[src/rtl/alu_arbiter_pkg.sv]
// Shared definitions for the two-requester ALU arbiter: op codes, FSM encoding
// and the latched operation/response payloads.
package alu_arbiter_pkg;

    localparam int unsigned DATA_W = 32;
    localparam int unsigned CONF_W = 5;

    typedef enum logic [CONF_W-1:0] {
        OP_ADD  = 5'd0,
        OP_SUB  = 5'd1,
        OP_AND  = 5'd2,
        OP_OR   = 5'd3,
        OP_XOR  = 5'd4,
        OP_NOR  = 5'd5,
        OP_SL   = 5'd6,
        OP_SR   = 5'd7,
        OP_COMP = 5'd8
    } op_code_t;

    localparam logic [CONF_W-1:0] OP_MAX = 5'd8;

    typedef enum logic [1:0] {
        ST_IDLE = 2'd0,
        ST_EXEC = 2'd1,
        ST_RESP = 2'd2
    } state_t;

    typedef struct packed {
        logic [CONF_W-1:0] conf;
        logic              sign;
        logic [DATA_W-1:0] a;
        logic [DATA_W-1:0] b;
    } alu_op_t;

    typedef struct packed {
        logic [DATA_W-1:0] result;
        logic              zero;
        logic              err;
    } alu_rsp_t;

    // Codes above OP_MAX are accepted but never issued to the ALU.
    function automatic logic op_legal(input logic [CONF_W-1:0] conf);
        return conf <= OP_MAX;
    endfunction

endpackage

[src/rtl/rr_pick2.sv]
// Two-way round-robin picker: one-hot grant, the requester not granted last
// wins a tie, a lone requester always wins.
module rr_pick2 (
    input  logic       valid0,
    input  logic       valid1,
    input  logic       last_grant,
    output logic [1:0] grant_c
);

    always_comb begin
        grant_c = {valid1, valid0};
        if (valid0 && valid1) begin
            grant_c = last_grant ? 2'b01 : 2'b10;
        end
    end

endmodule

[src/rtl/alu_arbiter.sv]
// Arbitrates two requesters onto one shared external ALU: accept in IDLE,
// issue for one EXEC cycle, hold the response in RESP until the owner takes it.
module alu_arbiter
    import alu_arbiter_pkg::*;
(
    input  logic        clk,
    input  logic        reset,

    input  logic        req0_valid,
    output logic        req0_ready,
    input  logic [4:0]  req0_conf,
    input  logic        req0_sign,
    input  logic [31:0] req0_a,
    input  logic [31:0] req0_b,

    input  logic        req1_valid,
    output logic        req1_ready,
    input  logic [4:0]  req1_conf,
    input  logic        req1_sign,
    input  logic [31:0] req1_a,
    input  logic [31:0] req1_b,

    output logic        rsp0_valid,
    input  logic        rsp0_ready,
    output logic [31:0] rsp0_result,
    output logic        rsp0_zero,
    output logic        rsp0_err,

    output logic        rsp1_valid,
    input  logic        rsp1_ready,
    output logic [31:0] rsp1_result,
    output logic        rsp1_zero,
    output logic        rsp1_err,

    output logic [4:0]  alu_conf,
    output logic        alu_sign,
    output logic [31:0] alu_in1,
    output logic [31:0] alu_in2,
    input  logic [31:0] alu_result,
    input  logic        alu_zero,

    output logic        busy
);

    state_t     state_q, state_d;
    alu_op_t    alu_q, alu_d;
    alu_rsp_t   rsp_q, rsp_d;
    logic       illegal_q, illegal_d;
    logic       owner_q, owner_d;
    logic       last_grant_q, last_grant_d;
    logic [1:0] rsp_valid_q, rsp_valid_d;
    logic       busy_q, busy_d;

    logic [1:0] grant_c;
    logic [1:0] accept_c;
    logic       idle_c;
    alu_op_t    req_op_c;

    rr_pick2 u_pick (
        .valid0     (req0_valid),
        .valid1     (req1_valid),
        .last_grant (last_grant_q),
        .grant_c    (grant_c)
    );

    // Ready is combinational on valid; suppressed outside IDLE and while in reset.
    assign idle_c     = (state_q == ST_IDLE) && !reset;
    assign req0_ready = idle_c && grant_c[0];
    assign req1_ready = idle_c && grant_c[1];
    assign accept_c   = {req1_valid && req1_ready, req0_valid && req0_ready};

    always_comb begin
        req_op_c = '0;
        if (accept_c[1]) begin
            req_op_c.conf = req1_conf;
            req_op_c.sign = req1_sign;
            req_op_c.a    = req1_a;
            req_op_c.b    = req1_b;
        end else begin
            req_op_c.conf = req0_conf;
            req_op_c.sign = req0_sign;
            req_op_c.a    = req0_a;
            req_op_c.b    = req0_b;
        end
    end

    // Next-state and register updates; the ALU bundle is only non-zero in EXEC.
    always_comb begin
        state_d      = state_q;
        alu_d        = '0;
        rsp_d        = rsp_q;
        illegal_d    = illegal_q;
        owner_d      = owner_q;
        last_grant_d = last_grant_q;
        rsp_valid_d  = rsp_valid_q;

        case (state_q)
            ST_IDLE: begin
                if (|accept_c) begin
                    owner_d      = accept_c[1];
                    last_grant_d = accept_c[1];
                    illegal_d    = !op_legal(req_op_c.conf);
                    alu_d        = op_legal(req_op_c.conf) ? req_op_c : '0;
                    state_d      = ST_EXEC;
                end
            end
            ST_EXEC: begin
                if (illegal_q) begin
                    rsp_d.result = '0;
                    rsp_d.zero   = 1'b0;
                    rsp_d.err    = 1'b1;
                end else begin
                    rsp_d.result = alu_result;
                    rsp_d.zero   = alu_zero;
                    rsp_d.err    = 1'b0;
                end
                rsp_valid_d = owner_q ? 2'b10 : 2'b01;
                state_d     = ST_RESP;
            end
            ST_RESP: begin
                if (owner_q ? rsp1_ready : rsp0_ready) begin
                    rsp_valid_d = 2'b00;
                    state_d     = ST_IDLE;
                end
            end
            default: begin
                rsp_valid_d = 2'b00;
                state_d     = ST_IDLE;
            end
        endcase

        busy_d = (state_d != ST_IDLE);
    end

    always_ff @(posedge clk) begin
        if (reset) begin
            state_q      <= ST_IDLE;
            alu_q        <= '0;
            rsp_q        <= '0;
            illegal_q    <= 1'b0;
            owner_q      <= 1'b0;
            last_grant_q <= 1'b1;
            rsp_valid_q  <= 2'b00;
            busy_q       <= 1'b0;
        end else begin
            state_q      <= state_d;
            alu_q        <= alu_d;
            rsp_q        <= rsp_d;
            illegal_q    <= illegal_d;
            owner_q      <= owner_d;
            last_grant_q <= last_grant_d;
            rsp_valid_q  <= rsp_valid_d;
            busy_q       <= busy_d;
        end
    end

    assign alu_conf    = alu_q.conf;
    assign alu_sign    = alu_q.sign;
    assign alu_in1     = alu_q.a;
    assign alu_in2     = alu_q.b;

    assign rsp0_valid  = rsp_valid_q[0];
    assign rsp0_result = rsp_q.result;
    assign rsp0_zero   = rsp_q.zero;
    assign rsp0_err    = rsp_q.err;

    assign rsp1_valid  = rsp_valid_q[1];
    assign rsp1_result = rsp_q.result;
    assign rsp1_zero   = rsp_q.zero;
    assign rsp1_err    = rsp_q.err;

    assign busy        = busy_q;

endmodule

[config.mk]
export PLATFORM = sky130hd
export DESIGN_NAME = alu_arbiter
export DESIGN_NICKNAME = d
export VERILOG_FILES = /design/src/rtl/alu_arbiter_pkg.sv /design/src/rtl/rr_pick2.sv /design/src/rtl/alu_arbiter.sv
export SDC_FILE = /design/constraint.sdc
export NUM_CORES = 1
export LEC_CHECK = 0
export CELL_PAD_IN_SITES_DETAIL_PLACEMENT = 0
export CELL_PAD_IN_SITES_GLOBAL_PLACEMENT = 1
export CORE_MARGIN = 8
export CORE_UTILIZATION = 26
export CTS_CLUSTER_SIZE = 20
export DETAILED_ROUTE_END_ITERATION = 10
export PLACE_DENSITY_LB_ADDON = 0.1
export SYNTH_ARGS = -nofsm -noshare
export SYNTH_HDL_FRONTEND = slang
export SYNTH_SLANG_ARGS = --single-unit
[constraint.sdc]
create_clock -name clk -period 3.9 [get_ports clk]
set_clock_uncertainty 0.05 [all_clocks]
set_input_delay 0.78 -clock clk [delete_from_list [all_inputs] [get_ports clk]]
set_output_delay 0.78 -clock clk [all_outputs]
set_load 0.01 [all_outputs]
Word-level counts from Yosys, hierarchy flattened
Index checks and enable logic that the tools add are counted.
{"block": "word_totals", "ff_bits": 112, "inputBits": 179, "output_inout_bits": 143, "wordCells": 45}
{"block": "classes", "n_lt_le_gt_ge": 1, "n_eq_ne": 3, "n_mux": 11, "n_bitwise": 3, "reduce_logical": 14}
{"operator": "70-bit two-way mux", "n": 1}
{"operator": "34-bit two-way mux", "n": 1}
{"operator": "2-bit two-way mux", "n": 6}
{"operator": "2-bit one-hot mux with 3 select lines", "n": 2}
{"operator": "1-bit logical AND", "n": 6}
{"operator": "5-bit by 4-bit less-or-equal comparator with 1-bit output, second input constant", "n": 1}
{"operator": "2-bit AND reduction", "n": 2}
{"operator": "4-bit OR reduction", "n": 1}
{"operator": "1-bit inverter", "n": 3}
{"operator": "2-bit by 1-bit equality test with 1-bit output, second input constant", "n": 1}
{"operator": "2-bit equality test, second input constant", "n": 1}
{"operator": "1-bit zero test", "n": 2}
{"operator": "2-bit zero test", "n": 1}
{"operator": "2-bit inequality test, second input constant", "n": 1}
{"operator": "2-bit nonzero test", "n": 1}
{"operator": "2-bit OR reduction", "n": 1}
{"operator": "1-bit two-way mux", "n": 1}

Depth between registers and ports, before layout
{"block": "depth", "ltp_word": 8, "ltp_mapped": 7, "mapped_depth_nobuf": 5}

Modules after synthesis
Synthesis repeated with hierarchy kept, for this count alone.
{"block": "unflattened", "hier_cells": 528, "area_unflattened_um2": 4404.2}
{"module": "alu_arbiter", "instances": 1, "cells_per_inst": 525, "area_per_inst_um2": 4385.5, "seq_area_each_um2": 2242.2}
{"module": "rr_pick2", "instances": 1, "cells_per_inst": 3, "area_per_inst_um2": 18.8, "seq_area_each_um2": 0.0}

Worst setup path before layout
OpenSTA, ideal clock, no wires.
{"block": "synth_timing", "path_kind": "input port to output port", "from": "input reset", "to": "output req1_ready", "t_arrival_ns": 1.589, "required_ns": 3.070, "path_slack_ns": 1.481, "path_stages": 5, "path_buffers": 2, "path_cell_list": "nor3_2 nand3_1 buf_2 buf_2 inv_1"}
{"block": "synth_between", "elab_chain_len": 3}
{"element": "start: declaration", "line_no": "alu_arbiter.sv:7", "source": "input logic reset,"}
{"element": "1-bit zero test", "line_no": "alu_arbiter.sv:67", "source": "assign idle_c = (state_q == ST_IDLE) && !reset;"}
{"element": "1-bit logical AND", "line_no": "alu_arbiter.sv:67"}
{"element": "1-bit logical AND", "line_no": "alu_arbiter.sv:69", "source": "assign req1_ready = idle_c && grant_c[1];"}
{"element": "end: declaration", "line_no": "alu_arbiter.sv:17", "source": "output logic req1_ready,"}
Every way passes these cells.

Final worst setup path
{"block": "layout_timing", "from": "input reset", "to": "output req0_ready"}
{"block": "layout_between", "elab_chain_len": 3}
{"element": "1-bit zero test", "line_no": "alu_arbiter.sv:67"}
{"element": "1-bit logical AND", "line_no": "alu_arbiter.sv:67"}
{"element": "1-bit logical AND", "line_no": "alu_arbiter.sv:68", "source": "assign req0_ready = idle_c && grant_c[0];"}
{"element": "end: declaration", "line_no": "alu_arbiter.sv:10", "source": "output logic req0_ready,"}
Every way passes these cells.

==> impl_metrics.tcl <==
set metrics [dict create \
    status "completed" \
    drtIter0Drc 116 \
    antenna_found_initial 0 \
    layout_common_cells "clkdlybuf4s50_1 (321), dfxtp_1 (112), mux2i_1 (68)" \
    drv_cap 0 \
    layout_commonest_cell "clkdlybuf4s50_1" \
    place_congestion 0.732 \
    placementRows 48 \
    antenna-diode-count 0 \
    synth_cells 459 \
    rsz0062_at_grt "false" \
    start_kind "input port" \
    dr_total_vias 4223 \
    grt_usage_pct 15.0 \
    syn_nets 638 \
    tightest_slew_ns 0.996 \
    routed_wl_um 17200 \
    fin_tns_setup_ns 0 \
    holdBufCountCts 0 \
    grt_pass1_wl_um 25500 \
    maxSlewHeadroom_pct 33.6 \
    clk_latency_ns 0.34 \
    worstHoldPathType "reg2reg" \
    ctsLongestPathBuffers 2 \
    core_area_mm2 0.0173 \
    ys_types 31 \
    slew_viol_final 0 \
    area_growth_syn_to_layout_pct 74.3 \
    ys_ff_latch 112 \
    end_kind "output port" \
    yosys.area.top_type "dfxtp_1" \
    grt_start_max_net_pins 46 \
    cts_made_buffers 9 \
    io_buffers 321 \
    seq_area_frac_synth_pct 48.8 \
    postRouteAntennaNets 0 \
    cts_setup_buffers 0 \
    yosysTopAreaCellShare_pct 48.8 \
    drc 0 \
    final_nets 908 \
    design.die.area_mm2 0.0222 \
    leakagePower_nw 3.22 \
    die_y_um 149 \
    root_buffer "clkbuf_16" \
    setup_viol 0 \
    post-route-period-util_pct 86.0 \
    cp.arrival_ns 2.53 \
    netlist_area_mm2 0.00459 \
    io_pins 322 \
    dp_hpwl_um 13700 \
    peakVddDrop_mv 0.186 \
    cts.clk_slew.worst_paths_ns 0.07 \
    grt_pass1_vias 4420 \
    ctsHtreeMaxLevel 3 \
    critical_path_class "in2out" \
    overflow 0 \
    postLayoutCoreUtil_pct 46.3 \
    required_ns 3.07 \
    firstDrtPassIters 4 \
    power_density_mw_per_mm2 336 \
    worstPathMaxFanout 4 \
    drive_gt1_share_pct 6.95 \
    yosysWarnings 0 \
    vias_per_cell 4.40 \
    final_hold_viol_count 0 \
    synth.area.top_cells "dfxtp_1 (49%), mux2i_1 (15%), buf_4 (5.9%)" \
    synth.avg_cell_area_um2 10.0 \
    start_util_pct 26.5 \
    ctsResizeCount 0 \
    die_w_um 149 \
    fin_crit_ns 3.36 \
    clock_sinks 112 \
    post_drt_wl_per_cell_um 18.0 \
    clock.fmax_mhz 298 \
    cts_tree "built" \
]
-- routing by layer --
layer,GRT usage (%),routed length (µm),vias to the layer above
li1,-,-,2088
met1,15.3,6280,1930
met2,26.8,8720,192
met3,6.83,1980,13
met4,4.75,242,0
met5,0,0,-
-- cells in the mapped netlist, drive strengths merged --
cell / n
dfxtp: 112
nor3: 70
mux2i: 69
buf: 55
nor2: 38
a21oi: 36
nor3b: 33
clkbuf: 17
inv: 5
nand2b: 5
nand2: 2
nand3: 2
o21a: 2
and2: 1
and3: 1
conb: 1
mux2: 1
nand3b: 1
nand4b: 1
o211ai: 1
o21ai: 1
o221a: 1
o22ai: 1
o31ai: 1
o32ai: 1
or2: 1
-- flip-flops by register name, summed over array words and instances, names as in the netlist --
register	count
busy	1
last_grant_q	1
alu_in1	32
alu_in2	32
rsp_valid_q	2
rsp0_result	32
rsp0_err	1
alu_sign	1
state_q	2
alu_conf	5
rsp0_zero	1
illegal_q	1
owner_q	1
-- path summary, 6_finish.rpt --
path | start | end | slack (ns) | depth (start not counted)
max reg2reg | state_q[0] | alu_in1[11] | 1.57 | 6
min | rsp_valid_q[0] | rsp_valid_q[0] | 0.45 | 2
max | reset | req0_ready | 0.54 | 4
min reg2reg | rsp_valid_q[0] | rsp_valid_q[0] | 0.45 | 2
-- where the power goes --
group | total [mW] | internal, mW | switching (mW)
Combinational | 0.603 | 0.359 | 0.245
Clock | 0.861 | 0.448 | 0.413
Sequential | 1.23 | 1.20 | 0.0309
-- final cells by class --
class / count / area [µm²]
multi-input combinational: 270 / 1910
clock buffer: 12 / 246
clock inverter: 4 / 20.0
inverter: 5 / 18.8
fill: 1624 / 9290
sequential: 112 / 2240
timing repair buffer: 331 / 3290
tap: 225 / 282
-- cell families after synthesis --
family / synth area share (%)
flops: 48.8
simple gates: 20.2
other cells: 0.0817
buf+inv: 10.2
mux: 15.4
compound gates: 5.26
-- worst max-delay path, stage by stage --
cell             delay (ns)
clkdlybuf4s50_1        0.45
nor3_2                 0.40
and3_1                 0.29
clkdlybuf4s50_1        0.60
-- stage by stage --
stage	hold slack, ns	cells	worst slack [ns]	instance area, µm²	power (mW)
2_1_floorplan	0.425	459	1.48	4590	1.52
5_1_grt	0.478	959	0.513	8000	2.83
4_1_cts	0.453	959	0.549	8000	2.74
3_3_place_gp	0.423	943	0.616	7740	1.86
3_5_place_dp	0.433	943	0.560	7740	1.87
6_report	0.451	959	0.545	8000	2.69
Power figures use the tool's default switching activity.
